**config.mk**
```make
export PLATFORM = sky130hd
export DESIGN_NAME = spi_shift_engine
export DESIGN_NICKNAME = d
export VERILOG_FILES = /design/src/rtl/spi_shift_engine.sv
export SDC_FILE = /design/constraint.sdc
export NUM_CORES = 1
export LEC_CHECK = 0
export BUFFER_PORTS_ARGS = -buffer_cell sky130_fd_sc_hd__buf_2
export CAP_MARGIN = 40
export CORE_MARGIN = 5
export CORE_UTILIZATION = 58
export DETAILED_ROUTE_END_ITERATION = 10
export PLACE_DENSITY = 0.8
export SYNTH_ARGS = -nofsm -noshare
export SYNTH_HDL_FRONTEND = slang
export SYNTH_SLANG_ARGS = --single-unit
```
**constraint.sdc**
```tcl
create_clock -name clock -period 4.9 [get_ports clock]
set_input_delay 0.245 -clock clock [delete_from_list [all_inputs] [get_ports clock]]
set_output_delay 0.245 -clock clock [all_outputs]
set_load 0.01 [all_outputs]
```
**src/rtl/spi_shift_engine.sv**
```systemverilog
// -----------------------------------------------------------------------------
// spi_shift_engine
// Serial datapath of an SPI master. Pops words from a TX FIFO (combinational
// read data), shifts them out on mosi while sampling miso, and pushes the
// received words into an RX FIFO. Supports SPI modes 0-3, word lengths of
// 1..DATA_BUS_SIZE bits and either bit order. Consecutive words run back to
// back under a single csN assertion while TX data is available.
//
// Ports:
//   clock, areset (async, active high), sreset (sync, aborts any frame)
//   enable                      permits starting new words
//   clockDivider                SCLK half-period = clockDivider+1 clocks
//   cpol, cpha, lsbFirst        SPI mode and bit order
//   wordLength                  bits per word minus 1
//   txEmpty, txData, txPop      TX FIFO side
//   rxFull, rxData, rxPush      RX FIFO side
//   sclk, mosi, miso, csN       SPI pins
//   busy                        high whenever not IDLE
//   rxOverrun                   sticky: a word was dropped because rxFull=1
// -----------------------------------------------------------------------------
module spi_shift_engine #(
   parameter int DATA_BUS_SIZE   = 32,
   parameter int CLOCK_DIV_WIDTH = 8
) (
   input  logic                               clock,
   input  logic                               areset,
   input  logic                               sreset,
   input  logic                               enable,
   input  logic [CLOCK_DIV_WIDTH-1:0]         clockDivider,
   input  logic                               cpol,
   input  logic                               cpha,
   input  logic                               lsbFirst,
   input  logic [$clog2(DATA_BUS_SIZE)-1:0]   wordLength,
   input  logic                               txEmpty,
   input  logic [DATA_BUS_SIZE-1:0]           txData,
   output logic                               txPop,
   input  logic                               rxFull,
   output logic [DATA_BUS_SIZE-1:0]           rxData,
   output logic                               rxPush,
   output logic                               sclk,
   output logic                               mosi,
   input  logic                               miso,
   output logic                               csN,
   output logic                               busy,
   output logic                               rxOverrun
);

   localparam int WL_W = $clog2(DATA_BUS_SIZE);
   localparam int TC_W = WL_W + 1;   // counts 0 .. 2*(wordLength+1)-1 ticks

   typedef enum logic [1:0] {IDLE = 2'd0, SETUP = 2'd1, SHIFT = 2'd2, HOLD = 2'd3} state_t;

   state_t                     state_r, state_next_s;
   logic [CLOCK_DIV_WIDTH-1:0] div_cnt_r, div_r;
   logic [TC_W-1:0]            tick_cnt_r;
   logic [DATA_BUS_SIZE-1:0]   tx_word_r, rx_sr_r, rx_data_r, rx_shift_s;
   logic [WL_W-1:0]            wl_r, drive_idx_s;
   logic                       cpol_r, cpha_r, lsb_r, sclk_r, mosi_r;
   logic                       done_r, overrun_r;
   logic                       tick_s, last_tick_s, start_s, chain_s, load_s;
   logic                       drive_s, sample_s;

   // Bit n (0 = first on the wire) of a word for the given length and bit order
   function automatic logic bit_at(input logic [DATA_BUS_SIZE-1:0] w,
                                   input logic [WL_W-1:0] wl,
                                   input logic lsb,
                                   input logic [WL_W-1:0] n);
      logic [WL_W-1:0] idx;
      idx = lsb ? n : (wl - n);
      return w[idx];
   endfunction

   assign tick_s      = (div_cnt_r == {CLOCK_DIV_WIDTH{1'b0}});
   assign last_tick_s = (state_r == SHIFT) && tick_s && (tick_cnt_r == {wl_r, 1'b1});
   assign start_s     = (state_r == IDLE) && enable && !txEmpty && !sreset;
   // Chaining decision is taken on the last tick so the next word keeps the SCLK cadence
   assign chain_s     = last_tick_s && enable && !txEmpty && !sreset;
   assign load_s      = start_s || chain_s;

   // tick_cnt_r[0]==0 means the coming tick is odd (leading edge)
   assign sample_s    = (state_r == SHIFT) && tick_s && (cpha_r ? tick_cnt_r[0] : !tick_cnt_r[0]);
   assign drive_s     = (state_r == SHIFT) && tick_s &&
                        (cpha_r ? !tick_cnt_r[0] : (tick_cnt_r[0] && !last_tick_s));
   // cpha=0 drives bit t/2 on even tick t; cpha=1 drives bit (t-1)/2 on odd tick t
   assign drive_idx_s = cpha_r ? tick_cnt_r[TC_W-1:1] : (tick_cnt_r[TC_W-1:1] + WL_W'(1));

   // msb-first enters at bit 0; lsb-first enters at bit wordLength and moves down
   assign rx_shift_s  = lsb_r ? ((rx_sr_r >> 1) | ({{(DATA_BUS_SIZE-1){1'b0}}, miso} << wl_r))
                              : {rx_sr_r[DATA_BUS_SIZE-2:0], miso};

   assign txPop     = load_s;
   assign rxPush    = done_r && !rxFull && !sreset;
   assign rxData    = rx_data_r;
   assign sclk      = (state_r == IDLE) ? cpol : sclk_r;
   assign mosi      = mosi_r;
   assign csN       = (state_r == IDLE);
   assign busy      = (state_r != IDLE);
   assign rxOverrun = overrun_r;

   // State register
   always_ff @(posedge clock or posedge areset) begin
      if (areset) begin
         state_r <= IDLE;
      end else if (sreset) begin
         state_r <= IDLE;
      end else begin
         state_r <= state_next_s;
      end
   end

   // Next-state logic
   always_comb begin
      state_next_s = state_r;
      case (state_r)
         IDLE: begin
            if (start_s) state_next_s = SETUP;
            else         state_next_s = IDLE;
         end
         SETUP: begin
            if (tick_s) state_next_s = SHIFT;
            else        state_next_s = SETUP;
         end
         SHIFT: begin
            if (chain_s)          state_next_s = SHIFT;
            else if (last_tick_s) state_next_s = HOLD;
            else                  state_next_s = SHIFT;
         end
         HOLD: begin
            if (tick_s) state_next_s = IDLE;
            else        state_next_s = HOLD;
         end
         default: state_next_s = IDLE;
      endcase
   end

   // Datapath: divider, tick counter, shift registers, config latch and flags
   always_ff @(posedge clock or posedge areset) begin
      if (areset) begin
         div_cnt_r <= {CLOCK_DIV_WIDTH{1'b0}}; div_r <= {CLOCK_DIV_WIDTH{1'b0}};
         tick_cnt_r <= {TC_W{1'b0}};           wl_r <= {WL_W{1'b0}};
         tx_word_r <= {DATA_BUS_SIZE{1'b0}};   rx_sr_r <= {DATA_BUS_SIZE{1'b0}};
         rx_data_r <= {DATA_BUS_SIZE{1'b0}};
         cpol_r <= 1'b0; cpha_r <= 1'b0; lsb_r <= 1'b0; sclk_r <= 1'b0; mosi_r <= 1'b0;
         done_r <= 1'b0; overrun_r <= 1'b0;
      end else if (sreset) begin
         div_cnt_r <= {CLOCK_DIV_WIDTH{1'b0}}; div_r <= {CLOCK_DIV_WIDTH{1'b0}};
         tick_cnt_r <= {TC_W{1'b0}};           wl_r <= {WL_W{1'b0}};
         tx_word_r <= {DATA_BUS_SIZE{1'b0}};   rx_sr_r <= {DATA_BUS_SIZE{1'b0}};
         rx_data_r <= {DATA_BUS_SIZE{1'b0}};
         cpol_r <= 1'b0; cpha_r <= 1'b0; lsb_r <= 1'b0; sclk_r <= 1'b0; mosi_r <= 1'b0;
         done_r <= 1'b0; overrun_r <= 1'b0;
      end else begin
         done_r <= last_tick_s;
         if (done_r && rxFull) overrun_r <= 1'b1;
         // cpha=1 takes its final sample on the last tick itself
         if (last_tick_s) rx_data_r <= sample_s ? rx_shift_s : rx_sr_r;
         if (load_s) begin
            tx_word_r  <= txData;
            rx_sr_r    <= {DATA_BUS_SIZE{1'b0}};
            cpol_r     <= cpol;
            cpha_r     <= cpha;
            lsb_r      <= lsbFirst;
            wl_r       <= wordLength;
            div_r      <= clockDivider;
            div_cnt_r  <= clockDivider;
            tick_cnt_r <= {TC_W{1'b0}};
            sclk_r     <= cpol;
            mosi_r     <= cpha ? mosi_r : bit_at(txData, wordLength, lsbFirst, {WL_W{1'b0}});
         end else begin
            case (state_r)
               IDLE: begin
                  mosi_r    <= 1'b0;
                  div_cnt_r <= div_r;
               end
               SETUP, HOLD: begin
                  if (tick_s) div_cnt_r <= div_r;
                  else        div_cnt_r <= div_cnt_r - CLOCK_DIV_WIDTH'(1);
               end
               SHIFT: begin
                  if (tick_s) begin
                     div_cnt_r  <= div_r;
                     sclk_r     <= ~sclk_r;
                     tick_cnt_r <= tick_cnt_r + TC_W'(1);
                     if (sample_s) rx_sr_r <= rx_shift_s;
                     if (drive_s)  mosi_r  <= bit_at(tx_word_r, wl_r, lsb_r, drive_idx_s);
                  end else begin
                     div_cnt_r <= div_cnt_r - CLOCK_DIV_WIDTH'(1);
                  end
               end
               default: div_cnt_r <= div_r;
            endcase
         end
      end
   end

endmodule

```
==> results of run 1 <==
-- worst max-delay path, stage by stage (launching register included) --
cell	delay, ps
dfrtp_1	410
or4_4	550
or3_1	440
nor4_4	450
o21ai_2	100
inv_2	290
buf_4	430
buf_2	210
-- registers in the layout (all words and copies together) (netlist names) --
name,count
rxData,32
rx_sr_r,32
tx_word_r,32
div_cnt_r,8
div_r,8
tick_cnt_r,6
wl_r,5
state_r,2
cpha_r,1
done_r,1
lsb_r,1
mosi,1
rxOverrun,1
sclk_r,1
-- worst paths after layout --
check	start	to	slack, ps	cells after the start
worst max-delay path	div_cnt_r[4]$_DFF_PP0_	txPop	1340	7
worst min-delay path	cpol	sclk_r$_DFFE_PP0P_	50	3
worst max register to register	tick_cnt_r[1]$_DFFE_PP0P_	mosi$_DFFE_PP0P_	1610	12
worst min register to register	tx_word_r[31]$_DFFE_PP0P_	tx_word_r[31]$_DFFE_PP0P_	520	2
max in group asynchronous	areset	rxData[18]$_DFFE_PP0P_	3480	4
min in group asynchronous	areset	tx_word_r[25]$_DFFE_PP0P_	410	3
-- power breakdown --
group	switching (W)	internal, W
clock network	0.000458	0.000731
registers	0.0000348	0.00111
logic	0.000278	0.000172
total	0.000771	0.00202
-- metrics by stage --
step / worst slack [ps] / instance area, sq um
6_report: 1340 / 8150
5_1_grt: 1140 / 8150
4_1_cts: 1310 / 8150
3_5_place_dp: 1690 / 7580
3_3_place_gp: 1470 / 7510
2_1_floorplan: 1160 / 7000
-- cells in the mapped netlist, drive strengths merged (5+ instances only) --
| library cell | n |
|---|---|
| a21oi | 122 |
| mux2 | 11 |
| nor2b | 18 |
| o21ai | 27 |
| nor2 | 115 |
| ha | 8 |
| buf | 7 |
| nand2b | 21 |
| clkbuf | 51 |
| dfrtp | 131 |
| a31oi | 5 |
| xnor2 | 15 |
| xor2 | 10 |
| a211oi | 64 |
| nor3 | 7 |
| o211ai | 7 |
| mux2i | 21 |
| inv | 8 |
| nand3 | 6 |
| nand2 | 112 |
-- cell families (layout without fill, tap and decap cells) --
| kind of cell | Yosys count | count (layout) |
|---|---|---|
| compound gates | 241 | 241 |
| buf+inv | 67 | 147 |
| flops | 131 | 131 |
| mux | 33 | 33 |
| xor+xnor | 25 | 25 |
| fa+ha+maj | 9 | 9 |
| simple gates | 299 | 299 |
-- layout make-up --
type                       count  area share
sequential                   131       0.402
tap                          147      0.0226
timing repair buffer         107      0.0759
clock buffer                  22      0.0582
inverter                       9     0.00445
multi-input combinational    607       0.426
clock inverter                 9     0.00998
-- per-layer routing --
layer / wire length, microns / GRT usage
met2: 8690 / 0.403
met3: 1290 / 0.0679
met4: 300 / 0.0880
met1: 7730 / 0.345
met5: 0 / 0
-- timing repair --
item | in CTS | in global routing
hold endpoints to repair | 36 | 0
hold buffers | 1 | 0
resized for setup | 0 | 0
==> run summary, run 1 <==
Status: finished, final reports clean
Ys flop type: dfrtp_1
Initial Util: 0.588
DR vias: 6,265
Total track usage: 0.256
Final ANT Viol Nets: 0
WHS: 51.5 ps
H-tree Lvls: 4
Slew @ Worst Pin: 822 ps
Crit Path Category: register to primary output
Clk_skew: 8.34 ps
GP Congestion: 0.892
Ys Warns: 0
Ports: 94
CTS tree: yes
Net count after synthesis: 869
Distinct cells, synth: 51
Grt ovf: 0
Main combinational cell family by area after synthesis: compound AO/OA/AOI/OAI gates
Power Total: 0.00279 W
Clock transition at path regs: 50 ps
Class of the worst hold path: input pin to register
Row count: 40
Multi-input combinational cell area: 3470 sq um
Worst-Skew Late Latency: 420 ps
Placed insts: 1,000
First-pass GRT wire length: 29,700 microns
Die area: 14,400 sq um
Largest net degree at the start of global routing: 64
Initial antenna violation count: 0
Core Area: 11,900 sq um
Max-slew violations: 0
Synth Area in XOR/XNOR: 0.0313
Port bufs: 93
Worst VDD drop: 0.288 mV
Commonest non-fill, non-tap cell in the layout: dfrtp_1
Most frequent cells in the layout: 130 x dfrtp_1, 122 x a21oi_1, 115 x nor2_1
Simple-gate share of the synthesized area: 0.190
Avg Inst Size Synth: 8.70 sq um
Compound-cell area share of the yosys netlist: 0.207
Final setup vio count: 0
Post-synth EDFFs: 0
#FFs+latches synth: 131
Vias per cell: 6.07
Layout cells sized above 1: 0.176
Area of the mapped netlist: 7000 sq um
Critical path launch point type: register
Final Non-Filler Cells: 1,032
Routed wire length: 18,000 microns
Type of element capturing the critical path: primary output
Leading post-synthesis cells by cell area: dfrtp_1 47%, a21oi_1 8.7%, a211oi_1 6.9%
Setup repair bufs after CTS: 0
Post-synthesis mux area share: 0.0509
Setup TNS: 0 ps
Max Cap Viol: 0
RSZ-0062 raised after global routing: false
HPWL after DPL: 12,300 microns
Adder-cell area share of the yosys netlist: 0.0172
Ant diodes: 0
Number of fill cells: 970
Drt drc: 0
Clk sink count: 131
Die boundary height: 120 microns
Final period utilization: 0.727
Crit path DAT: 3320 ps
Synth-to-layout area growth: 16.3%
Fmax: 281 MHz
Largest area contributor in the netlist: dfrtp_1
Vias in the first global route: 6,052
Clock Path Buffers: 2
Minimum clock period after layout: 3560 ps
Post-synth top area share: 0.468
Seq/Total Area, Yosys: 0.468
Relative slew slack: 0.447
Async set or reset register ratio after synthesis: 1.00
Nets: 937
Clk root buf: clkbuf_16
Crit-path max FO: 43
Initial DRC count: 644
Leakage: 3.53 nW
Drt wl/cell: 17.4 microns
Drt pass-1 iters: 5
Required time worst endpoint: 4660 ps
Pwr dens: 342 nW/um^2
Final hold vios: 0
DIE WIDTH: 120 microns
Core Util, Final: 0.684
CTS buffer count: 17
Cells after Synth: 805
Sequential Area: 3280 sq um
(Power assumes the default switching activity.)
==> inputs of run 2 (changes only) <==
==> constraint.sdc (replaced) <==
create_clock -name clock -period 3.3 [get_ports clock]
set_input_delay 0.165 -clock clock [delete_from_list [all_inputs] [get_ports clock]]
set_output_delay 0.165 -clock clock [all_outputs]
set_load 0.01 [all_outputs]
==> run 2 against run 1 <==
Worst setup slack worse by 1200 ps. Final area is 5.0% higher. Non-clock buffer count is 33 higher. Sequential share of layout area is 1.9 points lower. Utilization is 3.4 points higher. Critical path depth is 3 higher. Power is 56% higher. Highest routed layer unchanged.
==> run summary, run 2 (synthesis gave the netlist of run 1 again) <==
Core Area: 11,900 sq um
Flop pwr share: 0.390
DR vias: 6,503
Max Cap Viol: 0
Critical path launch point type: register
Most frequent cells in the layout: 128 x dfrtp_1, 122 x a21oi_1, 115 x nor2_1
Largest net degree at the start of global routing: 92
Clock Path Buffers: 2
Gate power share: 0.171
Commonest non-fill, non-tap cell in the layout: dfrtp_1
Worst-Skew Late Latency: 420 ps
Type of element capturing the critical path: register
Final Non-Filler Cells: 1,065
Power Total: 0.00436 W
Drt drc: 0
Crit Path Category: register to register
Fmax: 314 MHz
Clk_skew: 5.76 ps
Switching share of power: 0.270
Setup TNS: 0 ps
Initial DRC count: 726
Synth-to-layout area growth: 22.1%
Worst VDD drop: 0.350 mV
H-tree Lvls: 4
Leakage: 3.71 nW
Pwr dens: 510 nW/um^2
Vias in the first global route: 6,275
Clock power share: 0.439
First-pass GRT wire length: 30,900 microns
Drt wl/cell: 17.5 microns
Final hold vios: 0
Clk root buf: clkbuf_16
Initial antenna violation count: 0
Setup ws final: 117 ps
Final ANT Viol Nets: 0
Routed wire length: 18,600 microns
Minimum clock period after layout: 3180 ps
CTS tree: yes
Required time worst endpoint: 3620 ps
Internal power: 0.00319 W
Max-slew violations: 0
Worst slack at placement: 127 ps
Crit path DAT: 3510 ps
Die area: 14,400 sq um
Final setup vio count: 0
Status: finished, final reports clean
Clock transition at path regs: 60 ps
GP Congestion: 0.854
Ports: 94
Ant diodes: 0
Vias per cell: 6.11
Grt ovf: 0
Class of the worst hold path: input pin to register
Core Util, Final: 0.718
Die boundary height: 120 microns
Placed insts: 1,006
CTS buffer count: 17
Slew @ Worst Pin: 945 ps
Nets: 970
Crit-path max FO: 10
Relative slew slack: 0.370
Layout cells sized above 1: 0.187
Final period utilization: 0.965
Initial Util: 0.588
Clk sink count: 131
DIE WIDTH: 120 microns
Switching power: 0.00118 W
Drt pass-1 iters: 6
Number of fill cells: 868
HPWL after DPL: 12,000 microns
Row count: 40
Total track usage: 0.267
Port bufs: 93
[run 2: worst paths after layout]
check,slack (ps),end,startpoint,cells past startpoint
setup / recovery,120,mosi$_DFFE_PP0P_,tick_cnt_r[1]$_DFFE_PP0P_,10
hold / removal,2,tx_word_r[12]$_DFFE_PP0P_,txData[12],3
setup reg to reg,120,mosi$_DFFE_PP0P_,tick_cnt_r[1]$_DFFE_PP0P_,10
hold reg to reg,510,rxOverrun$_DFFE_PP0P_,rxOverrun$_DFFE_PP0P_,2
max in group asynchronous,2280,rx_sr_r[29]$_DFFE_PP0P_,areset,4
min in group asynchronous,340,tick_cnt_r[4]$_DFFE_PP0P_,areset,3
[run 2: what timing repair did]
| action | CTS | global route |
|---|---|---|
| endpoints found under the hold margin | 41 | 0 |
| gates resized for setup | 1 | 9 |
| pin swaps | 0 | 0 |
| endpoints found under the setup margin | 1 | 2 |
| buffers inserted | 0 | 4 |
| hold buffers | 24 | 0 |
[run 2: power groups by stage]
stage / Combinational (W) / Sequential (W) / Clock (W)
4_1_cts: 0.000707 / 0.00170 / 0.00193
5_1_grt: 0.000812 / 0.00171 / 0.00202
6_report: 0.000745 / 0.00170 / 0.00192
2_1_floorplan: 0.000485 / 0.00171 / 0
3_3_place_gp: 0.000649 / 0.00172 / 0
3_5_place_dp: 0.000675 / 0.00173 / 0
[run 2: critical path, stage by stage (launching register included)]
cell and delay [ps]:
dfrtp_2 450, ha_1 290, mux2i_1 140, fa_1 490, xor2_1 200, o221ai_1 220, buf_6 210, mux2i_2 260
mux2i_1 130, a2111o_1 430, o311ai_1 260
[run 2: layer usage]
layer | up-vias | part of all wire | GRT usage
met5 | - | 0 | 0
met4 | 0 | 0.030 | 0.115
met3 | 63 | 0.074 | 0.0627
met2 | 313 | 0.48 | 0.428
met1 | 3107 | 0.42 | 0.348
li1 | 3020 | - | -
[run 2: per-stage QoR]
stage | area (sq um) | hold slack (ps)
final | 8550 | 2.36
after global routing | 8550 | -3.98
after CTS | 8490 | 1.06
after detailed placement | 7640 | 243
after global placement | 7610 | 384
after floorplan | 7010 | 280
[run 2: cell type report]
| type | count | area [sq um] | area share |
|---|---|---|---|
| clock inverter | 7 | 96.3 | 0.0113 |
| clock buffer | 24 | 512 | 0.0598 |
| inverter | 9 | 37.5 | 0.00439 |
| sequential | 131 | 3280 | 0.384 |
| multi-input combinational | 607 | 3490 | 0.408 |
| tap | 147 | 184 | 0.0215 |
| timing repair buffer | 140 | 952 | 0.111 |
==> inputs of run 3 (changes only) <==
--- a/config.mk
+++ b/config.mk
@@ -5,8 +5,10 @@
 export SDC_FILE = /design/constraint.sdc
 export NUM_CORES = 1
 export LEC_CHECK = 0
+export ABC_CLOCK_PERIOD_IN_PS = 3300
 export BUFFER_PORTS_ARGS = -buffer_cell sky130_fd_sc_hd__buf_2
 export CAP_MARGIN = 40
+export CORE_ASPECT_RATIO = 1.5
 export CORE_MARGIN = 5
 export CORE_UTILIZATION = 58
 export DETAILED_ROUTE_END_ITERATION = 10
==> run 3 against run 2 <==
Register-to-register slack improved by 120 ps. Non-clock buffer count rose by 1. First-iteration DRC count fell by 45%. Final cell count rose by 0.75%. Clock skew rose by 3.1 ps. Sequential share of layout area rose by 0.062 points. Utilization barely moved. Combinational power fell by 3.5%. Final area fell by 0.16%. Critical endpoint is now txPop. Largest cell class unchanged. Largest power group unchanged.
==> run summary, run 3 (synthesis gave the netlist of run 1 again) <==
Drt pass-1 iters: 5
Clock transition at path regs: 60 ps
GP Congestion: 0.955
Status: finished, final reports clean
Most frequent cells in the layout: 128 x dfrtp_1, 122 x a21oi_1, 115 x nor2_1
Die area: 14,400 sq um
First-pass GRT wire length: 30,200 microns
Worst path bufs/invs: 3
Post-Layout Inst Area: 8540 sq um
Crit Path Category: register to primary output
Multi-input combinational cell area: 3490 sq um
Critical path launch point type: register
Row count: 49
Crit path DAT: 2940 ps
GRT met2 Usage: 0.459
Synth-to-layout area growth: 21.9%
CTS tree: yes
Routed wire length: 18,200 microns
Core Area: 11,900 sq um
Ant diodes: 0
RSZ-0062 raised after global routing: false
Required time worst endpoint: 3130 ps
Total track usage: 0.261
HPWL after DPL: 12,000 microns
Setup TNS: 0 ps
Max Cap Viol: 0
Placed cell area: 7590 sq um
Number of fill cells: 894
Sequential Area: 3280 sq um
WHS: 7.92 ps
Clk sink count: 131
Die boundary height: 145 microns
H-tree Lvls: 4
Vias per cell: 5.98
GRT Max-Usage Layer: met2
Initial Util: 0.589
Slew @ Worst Pin: 911 ps
Initial antenna violation count: 0
Crit-path max FO: 30
Worst-Skew Late Latency: 420 ps
Max-slew violations: 0
Class of the worst hold path: input pin to register
Largest net degree at the start of global routing: 132
DR vias: 6,421
CTS buffer count: 17
Type of element capturing the critical path: primary output
Final ANT Viol Nets: 0
Fmax: 322 MHz
DIE WIDTH: 99.7 microns
Final setup vio count: 0
M3 GR Usage: 0.0507
Grt ovf: 0
Max stage delay cell, worst path: or4_4
Leakage: 3.70 nW
Critical path's largest stage delay: 550 ps
Drt drc: 0
Final hold vios: 0
Minimum clock period after layout: 3110 ps
Ports: 94
Final period utilization: 0.942
Clock Path Buffers: 2
Layout cells sized above 1: 0.183
Initial DRC count: 400
Pwr dens: 510 nW/um^2
Met1 GRT Util: 0.297
Clk root buf: clkbuf_16
Port bufs: 93
Relative slew slack: 0.393
Commonest non-fill, non-tap cell in the layout: dfrtp_1
Clk_skew: 8.87 ps
Drt wl/cell: 17.0 microns
Worst VDD drop: 0.386 mV
Largest delay share family, worst path: simple AND/OR/NAND/NOR gates
Nets: 971
CP cell instances: or4_4 > or3_1 > nor4_4 > o21ai_2 > inv_2 > buf_4 > buf_2
Vias in the first global route: 6,494
-- run 3: cell count changes in the layout (fill, tap and decap cells not counted), sizes merged --
cell / before / now
dlygate4sd3: 24 / 29
buf: 116 / 112
clkbuf: 24 / 20
clkinv: 3 / 7
bufinv: 2 / 3
clkinvlp: 4 / 3
inv: 7 / 8
-- run 3: metrics by stage --
stage	setup slack (ps)	std cells	power [W]	utilization
floorplan	23.0	805	0.00220	-
global placement	348	1008	0.00236	0.638
detailed placement	174	1009	0.00239	0.638
CTS	181	1069	0.00435	0.713
global route	31.1	1073	0.00453	0.718
finish	192	1073	0.00436	0.718
-- run 3: power by group --
group	leakage (nW)	switching, W	internal (W)
Clock	0.296	0.000707	0.00123
Sequential	1.81	0.0000476	0.00166
Combinational	1.59	0.000427	0.000293
-- run 3: cell type report --
cell class | instances | share of cell area
Sequential cell | 131 | 0.384
Clock buffer | 20 | 0.0535
Tap cell | 153 | 0.0224
Timing Repair Buffer | 141 | 0.109
Inverter | 9 | 0.00440
Multi-Input combinational cell | 607 | 0.409
Clock inverter | 12 | 0.0182
-- run 3: worst paths after layout --
check / cells after the start / startpoint / slack, ps / endpoint
worst max-delay path: 7 / div_cnt_r[4]$_DFF_PP0_ / 190 / txPop
worst min-delay path: 3 / rxFull / 8 / rxOverrun$_DFFE_PP0P_
worst max register to register: 10 / tick_cnt_r[1]$_DFFE_PP0P_ / 240 / mosi$_DFFE_PP0P_
worst min register to register: 2 / rxOverrun$_DFFE_PP0P_ / 500 / rxOverrun$_DFFE_PP0P_
max in group asynchronous: 4 / areset / 2260 / rx_sr_r[5]$_DFFE_PP0P_
min in group asynchronous: 4 / areset / 450 / rx_sr_r[6]$_DFFE_PP0P_
-- run 3: worst reg2reg max path: cells and delay by family, from the launching register on --
kind	cells	cell delay, ps
multiplexers	1	350
AND/OR/NAND/NOR	3	470
flip-flops	1	460
AO/OA/AOI/OAI	4	1040
adder cells (fa/ha/maj)	2	640
-- run 3: timing repair --
action	4_1_cts	5_1_grt
hold buffers	28	1
buffers inserted	0	3
gates resized for setup	0	5
endpoints found under the setup margin	0	1
hold endpoints to repair	37	1
-- run 3: layer usage --
layer	routed length, microns	part of all wire	up-vias
met2	9620	0.53	268
met1	6870	0.38	3071
li1	-	-	3020
met3	1030	0.056	62
met5	0	0	-
met4	707	0.039	0
